<file path="config.mk">
export PLATFORM = sky130hd
export DESIGN_NAME = jzjpcc_instruction_encoder
export DESIGN_NICKNAME = d
export VERILOG_FILES = /design/src/rtl/jzjpcc_instruction_encoder.sv
export SDC_FILE = /design/constraint.sdc
export NUM_CORES = 1
export LEC_CHECK = 0
export ABC_CLOCK_PERIOD_IN_PS = 1800
export BUFFER_PORTS_ARGS = -buffer_cell sky130_fd_sc_hd__buf_2
export CAP_MARGIN = 25
export CORE_MARGIN = 1
export CORE_UTILIZATION = 40
export DETAILED_ROUTE_END_ITERATION = 7
export PLACE_DENSITY_LB_ADDON = 0.08
export SLEW_MARGIN = 40
export SYNTH_ARGS = -nofsm -noshare
export SYNTH_HDL_FRONTEND = slang
export SYNTH_SLANG_ARGS = --single-unit
</file>
<file path="constraint.sdc">
create_clock -name clock -period 1.8 [get_ports clock]
set_input_delay 0 -clock clock [delete_from_list [all_inputs] [get_ports clock]]
set_output_delay 0 -clock clock [all_outputs]
set_load 0.03 [all_outputs]
</file>
<file path="src/rtl/jzjpcc_instruction_encoder.sv">
// jzjpcc_instruction_encoder
// Packs decoded instruction fields and a full 32-bit immediate into RV32I
// instruction words. This is the inverse of decode-stage immediate extraction.
// A load-immediate (LI) request becomes one or two instructions: ADDI, LUI, or
// LUI followed by ADDI. An immediate that is out of range or misaligned for its
// format gives a single error beat instead of a corrupt encoding.
//
// Ports:
//   clock, reset_n            rising-edge clock, asynchronous active-low reset
//   in_valid / in_ready       request handshake
//   in_kind                   0=LI 1=OPIMM 2=STORE 3=BRANCH 4=JAL (5-7 reserved)
//   in_rd, in_rs1, in_rs2     register fields
//   in_funct3                 funct3 field, passed through unchanged
//   in_imm                    full signed immediate / constant / byte offset
//   out_valid / out_ready     output beat handshake
//   out_instr                 encoded instruction word (zero on error)
//   out_last                  final beat of the current request
//   out_error                 request rejected
//   beat_count                wrapping count of consumed output beats
module jzjpcc_instruction_encoder #(
    parameter int COUNT_W = 16
) (
    input  logic               clock,
    input  logic               reset_n,
    input  logic               in_valid,
    output logic               in_ready,
    input  logic [2:0]         in_kind,
    input  logic [4:0]         in_rd,
    input  logic [4:0]         in_rs1,
    input  logic [4:0]         in_rs2,
    input  logic [2:0]         in_funct3,
    input  logic [31:0]        in_imm,
    output logic               out_valid,
    input  logic               out_ready,
    output logic [31:0]        out_instr,
    output logic               out_last,
    output logic               out_error,
    output logic [COUNT_W-1:0] beat_count
);

    localparam logic [6:0] OPC_OPIMM  = 7'b0010011;
    localparam logic [6:0] OPC_LUI    = 7'b0110111;
    localparam logic [6:0] OPC_STORE  = 7'b0100011;
    localparam logic [6:0] OPC_BRANCH = 7'b1100011;
    localparam logic [6:0] OPC_JAL    = 7'b1101111;

    typedef enum logic [1:0] {
        ST_IDLE  = 2'd0,
        ST_HOLD  = 2'd1,
        ST_HOLD2 = 2'd2
    } state_t;

    state_t             state_r;
    logic               out_valid_r;
    logic [31:0]        out_instr_r;
    logic               out_last_r;
    logic               out_error_r;
    logic [31:0]        pend_r;
    logic [COUNT_W-1:0] beat_count_r;

    logic        accept_s;
    logic        out_fire_s;
    logic        fits12_s;
    logic        fits13_s;
    logic        fits21_s;
    logic [31:0] lui_round_s;
    logic [31:0] enc_first_s;
    logic [31:0] enc_second_s;
    logic        enc_two_s;
    logic        enc_err_s;

    assign out_valid  = out_valid_r;
    assign out_instr  = out_instr_r;
    assign out_last   = out_last_r;
    assign out_error  = out_error_r;
    assign beat_count = beat_count_r;

    // A new request may enter when the output is empty or its final beat leaves now.
    assign in_ready   = ~out_valid_r | (out_ready & out_last_r);
    assign accept_s   = in_valid & in_ready;
    assign out_fire_s = out_valid_r & out_ready;

    // A value fits an N-bit signed field when all bits from N-1 upward agree.
    assign fits12_s = (&in_imm[31:11]) | ~(|in_imm[31:11]);
    assign fits13_s = (&in_imm[31:12]) | ~(|in_imm[31:12]);
    assign fits21_s = (&in_imm[31:20]) | ~(|in_imm[31:20]);

    // Rounding the upper part up by 0x800 cancels the sign extension of the ADDI low part.
    assign lui_round_s = in_imm + 32'h0000_0800;

    // Encode the request fields into the first beat and an optional second LI beat.
    always_comb begin
        enc_first_s  = 32'h0000_0000;
        enc_second_s = 32'h0000_0000;
        enc_two_s    = 1'b0;
        enc_err_s    = 1'b0;
        case (in_kind)
            3'd0: begin
                if (fits12_s) begin
                    enc_first_s = {in_imm[11:0], 5'd0, 3'b000, in_rd, OPC_OPIMM};
                end else if (in_imm[11:0] == 12'h000) begin
                    enc_first_s = {in_imm[31:12], in_rd, OPC_LUI};
                end else begin
                    enc_first_s  = {lui_round_s[31:12], in_rd, OPC_LUI};
                    enc_second_s = {in_imm[11:0], in_rd, 3'b000, in_rd, OPC_OPIMM};
                    enc_two_s    = 1'b1;
                end
            end
            3'd1: begin
                if (fits12_s) begin
                    enc_first_s = {in_imm[11:0], in_rs1, in_funct3, in_rd, OPC_OPIMM};
                end else begin
                    enc_err_s = 1'b1;
                end
            end
            3'd2: begin
                if (fits12_s) begin
                    enc_first_s = {in_imm[11:5], in_rs2, in_rs1, in_funct3,
                                   in_imm[4:0], OPC_STORE};
                end else begin
                    enc_err_s = 1'b1;
                end
            end
            3'd3: begin
                if (fits13_s && (in_imm[0] == 1'b0)) begin
                    enc_first_s = {in_imm[12], in_imm[10:5], in_rs2, in_rs1, in_funct3,
                                   in_imm[4:1], in_imm[11], OPC_BRANCH};
                end else begin
                    enc_err_s = 1'b1;
                end
            end
            3'd4: begin
                if (fits21_s && (in_imm[0] == 1'b0)) begin
                    enc_first_s = {in_imm[20], in_imm[10:1], in_imm[11], in_imm[19:12],
                                   in_rd, OPC_JAL};
                end else begin
                    enc_err_s = 1'b1;
                end
            end
            default: begin
                enc_err_s = 1'b1;
            end
        endcase
    end

    // Output register, pending LI beat, state machine and consumed-beat counter.
    always_ff @(posedge clock or negedge reset_n) begin
        if (!reset_n) begin
            state_r      <= ST_IDLE;
            out_valid_r  <= 1'b0;
            out_instr_r  <= 32'h0000_0000;
            out_last_r   <= 1'b0;
            out_error_r  <= 1'b0;
            pend_r       <= 32'h0000_0000;
            beat_count_r <= {COUNT_W{1'b0}};
        end else begin
            if (out_fire_s) begin
                beat_count_r <= beat_count_r + {{(COUNT_W-1){1'b0}}, 1'b1};
            end else begin
                beat_count_r <= beat_count_r;
            end

            if (accept_s) begin
                out_valid_r <= 1'b1;
                out_instr_r <= enc_first_s;
                out_last_r  <= ~enc_two_s;
                out_error_r <= enc_err_s;
                pend_r      <= enc_second_s;
                state_r     <= enc_two_s ? ST_HOLD2 : ST_HOLD;
            end else if (out_fire_s) begin
                case (state_r)
                    ST_HOLD2: begin
                        out_instr_r <= pend_r;
                        out_last_r  <= 1'b1;
                        out_error_r <= 1'b0;
                        state_r     <= ST_HOLD;
                    end
                    default: begin
                        out_valid_r <= 1'b0;
                        state_r     <= ST_IDLE;
                    end
                endcase
            end else begin
                state_r <= state_r;
            end
        end
    end

endmodule

</file>
==> flow_metrics.env <==
export IMPL_async_flop_share_pct=100
export IMPL_via_per_inst=5.44
export IMPL_finalWeightedCongestion=0.869
export IMPL_hold_violations=0
export IMPL_initial_core_util_pct=41.9
export IMPL_grt_pass1_wl_um=20900
export IMPL_hpwl_um=9920
export IMPL_dp_cells=742
export IMPL_maxCapViolCount=0
export IMPL_ys_types=62
export IMPL_cts_tree="built"
export IMPL_skew_ns=0.0111
export IMPL_drive_gt1_share_pct=42.2
export IMPL_numClockSinks=70
export IMPL_clockRootBuffer="clkbuf_8"
export IMPL_grt_max_degree=52
export IMPL_min_period_ns=1.75
export IMPL_rows=35
export IMPL_dieArea_um2=10200
export IMPL_detail_route_antenna_nets=0
export IMPL_dr_pass1_iters=6
export IMPL_final_area_um2=5970
export IMPL_antenna_found_initial=0
export IMPL_numCtsBuffers=9
export IMPL_die_w_um=101
export IMPL_clockBufferDepth=2
export IMPL_cp_required_ns=2.08
export IMPL_clk_latency_ns=0.35
export IMPL_ys_warn_count=0
export IMPL_worst_path_buf_inv=2
export IMPL_vdd_drop_max_v=0.000338
export IMPL_clkTransAtPathRegs_ns=0.08
export IMPL_ys_seq_area_share_pct=44.6
export IMPL_crit_path_max_incr_delay_ns=0.55
export IMPL_crit_chain="buf_2 -> or4_4 -> or4_4 -> nor3b_4 -> o21a_4 -> o21a_1 -> o31ai_1 -> buf_4 -> a31oi_2"
export IMPL_path_class="input pin to flop"
export IMPL_maxSlewHeadroom_pct=56.3
export IMPL_endpoint_kind="flop"
export IMPL_stdcell_count=780
export IMPL_nFillCells=838
export IMPL_io_buffers=108
export IMPL_die_h_um=101
export IMPL_setup_viol=0
export IMPL_ios=109
export IMPL_rsz0062_at_grt="true"
export IMPL_tightestPinTransition_ns=0.650
export IMPL_fmax_mhz=573
export IMPL_htree_levels=3
export IMPL_cp_top_family="simple AND/OR/NAND/NOR gates"
export IMPL_synth_nets=481
export IMPL_worstPathArrival_ns=2.02
export IMPL_synth_flop_cell="dfrtp_1"
export IMPL_timing_final_crit_share_pct=97.0
export IMPL_drc=0
export IMPL_grt_total_usage_pct=26.6
export IMPL_report_final_slew_viol_count=0
export IMPL_hold_class="input pin to flop"
export IMPL_status="finished clean"
export IMPL_cellLeakagePower_nw=2.90
export IMPL_timing_hold_ws_ns=0.0269
export IMPL_wire_per_inst_um=16.6
export IMPL_ys_seq_elements=70
export IMPL_vias=4247
export IMPL_grt_ovfl_total=0
export IMPL_power_density_nw_per_um2=808
export IMPL_wl_um=13000
export IMPL_final_core_util_pct=63.7
export IMPL_num_nets_final=706
export IMPL_drt_first_iter_violations=175
export IMPL_synth_cells=421
export IMPL_area_growth_pct=52.2
export IMPL_core_area_um2=9370
export IMPL_first_global_vias=4232
export IMPL_synth_edf_count=0
export IMPL_n_antenna_cell=0
export IMPL_cp_common_cell="or4_4"
export IMPL_place_area_um2=5420
export IMPL_syn_area_per_cell_um2=9.32
export IMPL_syn_area_um2=3920
export IMPL_cp_slowest_cell="or4_4"
export IMPL_start_kind="input pin"
export IMPL_crit_fanout=7
metrics by stage:
| step | TNS (ns) | setup slack [ns] | power [mW] |
|---|---|---|---|
| after global placement | -8.44 | -0.319 | 3.43 |
| after detailed placement | -10.17 | -0.348 | 3.46 |
| after global routing | -0.00167 | -0.00167 | 5.07 |
| final | 0 | 0.0545 | 4.82 |
| after floorplan | -0.161 | -0.0461 | 2.82 |
| after CTS | 0 | 0.0122 | 4.83 |
final timing paths:
path	start	slack (ns)	endpoint	cells after the start
min in group asynchronous	reset_n	0.14	beat_count[3]	2
min reg2reg	pend_r[20]	0.47	pend_r[20]	2
max	in_imm[19]	0.05	out_instr[19]	9
max in group asynchronous	reset_n	1.01	out_last	3
max reg2reg	out_last	0.06	out_instr[31]	7
min	in_imm[9]	0.03	pend_r[29]	3
registers in the layout, summed over array words and instances, names as in the netlist:
signal,count
out_valid,1
out_error,1
state_r,2
out_instr,31
pend_r,18
beat_count,16
out_last,1
placed cells by master (no fill, tap or decap), types with 4 or more instances in the layout:
| cell type | instances |
|---|---|
| buf_4 | 102 |
| a31oi_1 | 8 |
| dlygate4sd3_1 | 20 |
| a221oi_1 | 5 |
| a22o_1 | 18 |
| o21ai_1 | 6 |
| nand3_1 | 10 |
| xor2_1 | 5 |
| buf_6 | 4 |
| nor3_1 | 10 |
| dfrtp_1 | 68 |
| o22ai_1 | 5 |
| nand2_1 | 55 |
| nor2_1 | 29 |
| a211o_1 | 5 |
| clkbuf_8 | 10 |
| o21ai_0 | 12 |
| nand4_1 | 11 |
| a21o_1 | 7 |
| nor4_1 | 10 |
| buf_2 | 107 |
| a21oi_1 | 22 |
| inv_1 | 4 |
| buf_12 | 4 |
| xnor2_1 | 23 |
| a21oi_2 | 4 |
| and3_1 | 11 |
area by class of cell:
cell class / count / area, um^2 / area share [%]
well taps: 129 / 161 / 2.70
inverters: 4 / 15.0 / 0.251
repair buffers: 238 / 1640 / 27.4
clock buffers: 10 / 138 / 2.30
clock inverters: 6 / 70.1 / 1.17
multi-input cells: 323 / 2190 / 36.7
flip-flops and latches: 70 / 1750 / 29.4
power by group:
part | switching, mW | internal, mW
combinational | 0.938 | 0.598
sequential | 0.170 | 1.78
clock | 0.652 | 0.685
worst min-delay path, stage by stage:
cell,delay (ns)
buf_2,0.10
buf_4,0.12
a22o_1,0.12
timing repair:
| item | CTS | global route |
|---|---|---|
| buffers inserted | 0 | 2 |
| endpoints found under the setup margin | 0 | 31 |
| hold buffers | 21 | 0 |
| gates resized for setup | 0 | 26 |
| hold endpoints to repair | 45 | 0 |
per-layer routing:
metal	vias up	share of wire [%]	GRT usage, %
met2	145	50	45.1
met3	22	4.8	4.65
met5	-	0	0
li1	2008	-	-
met4	0	2.1	10.3
met1	2072	43	33.8
cells in the mapped netlist (3+ instances only):
master	number	area share, %
nor3_1	12	1.5
ha_1	3	0.96
a22o_1	18	4.0
o22ai_1	5	0.80
buf_2	5	0.64
nand3_1	11	1.4
a21o_1	7	1.3
a22oi_1	5	0.96
and3_1	11	1.8
xnor2_1	24	5.4
nand4_1	11	1.8
nor3b_1	3	0.57
a211o_1	5	1.1
nor4_1	11	1.8
a21oi_1	25	3.2
inv_1	4	0.38
dfrtp_1	70	45
a31oi_1	10	1.6
nand2_1	56	5.4
o21ai_0	13	1.7
o21ai_1	6	0.77
a221oi_1	5	1.1
nor2_1	29	2.8
clkbuf_1	17	1.6
o21a_1	3	0.57
and2_1	4	0.64
and4_1	3	0.67
xor2_1	5	1.1
logic make-up (layout without fill, tap and decap cells):
group                      after synthesis  after routing  synth area share, %
AOI/OAI and AO/OA                      124            124                 22.9
xor gates and xnor gates                29             29                 6.47
adders and majority gates                4              4                 1.21
buffers and inverters                   28            258                 3.03
DFF                                     70             70                 44.6
muxes                                    2              2                0.542
and+or+nand+nor                        164            164                 21.2
Power figures use the tool's default switching activity.
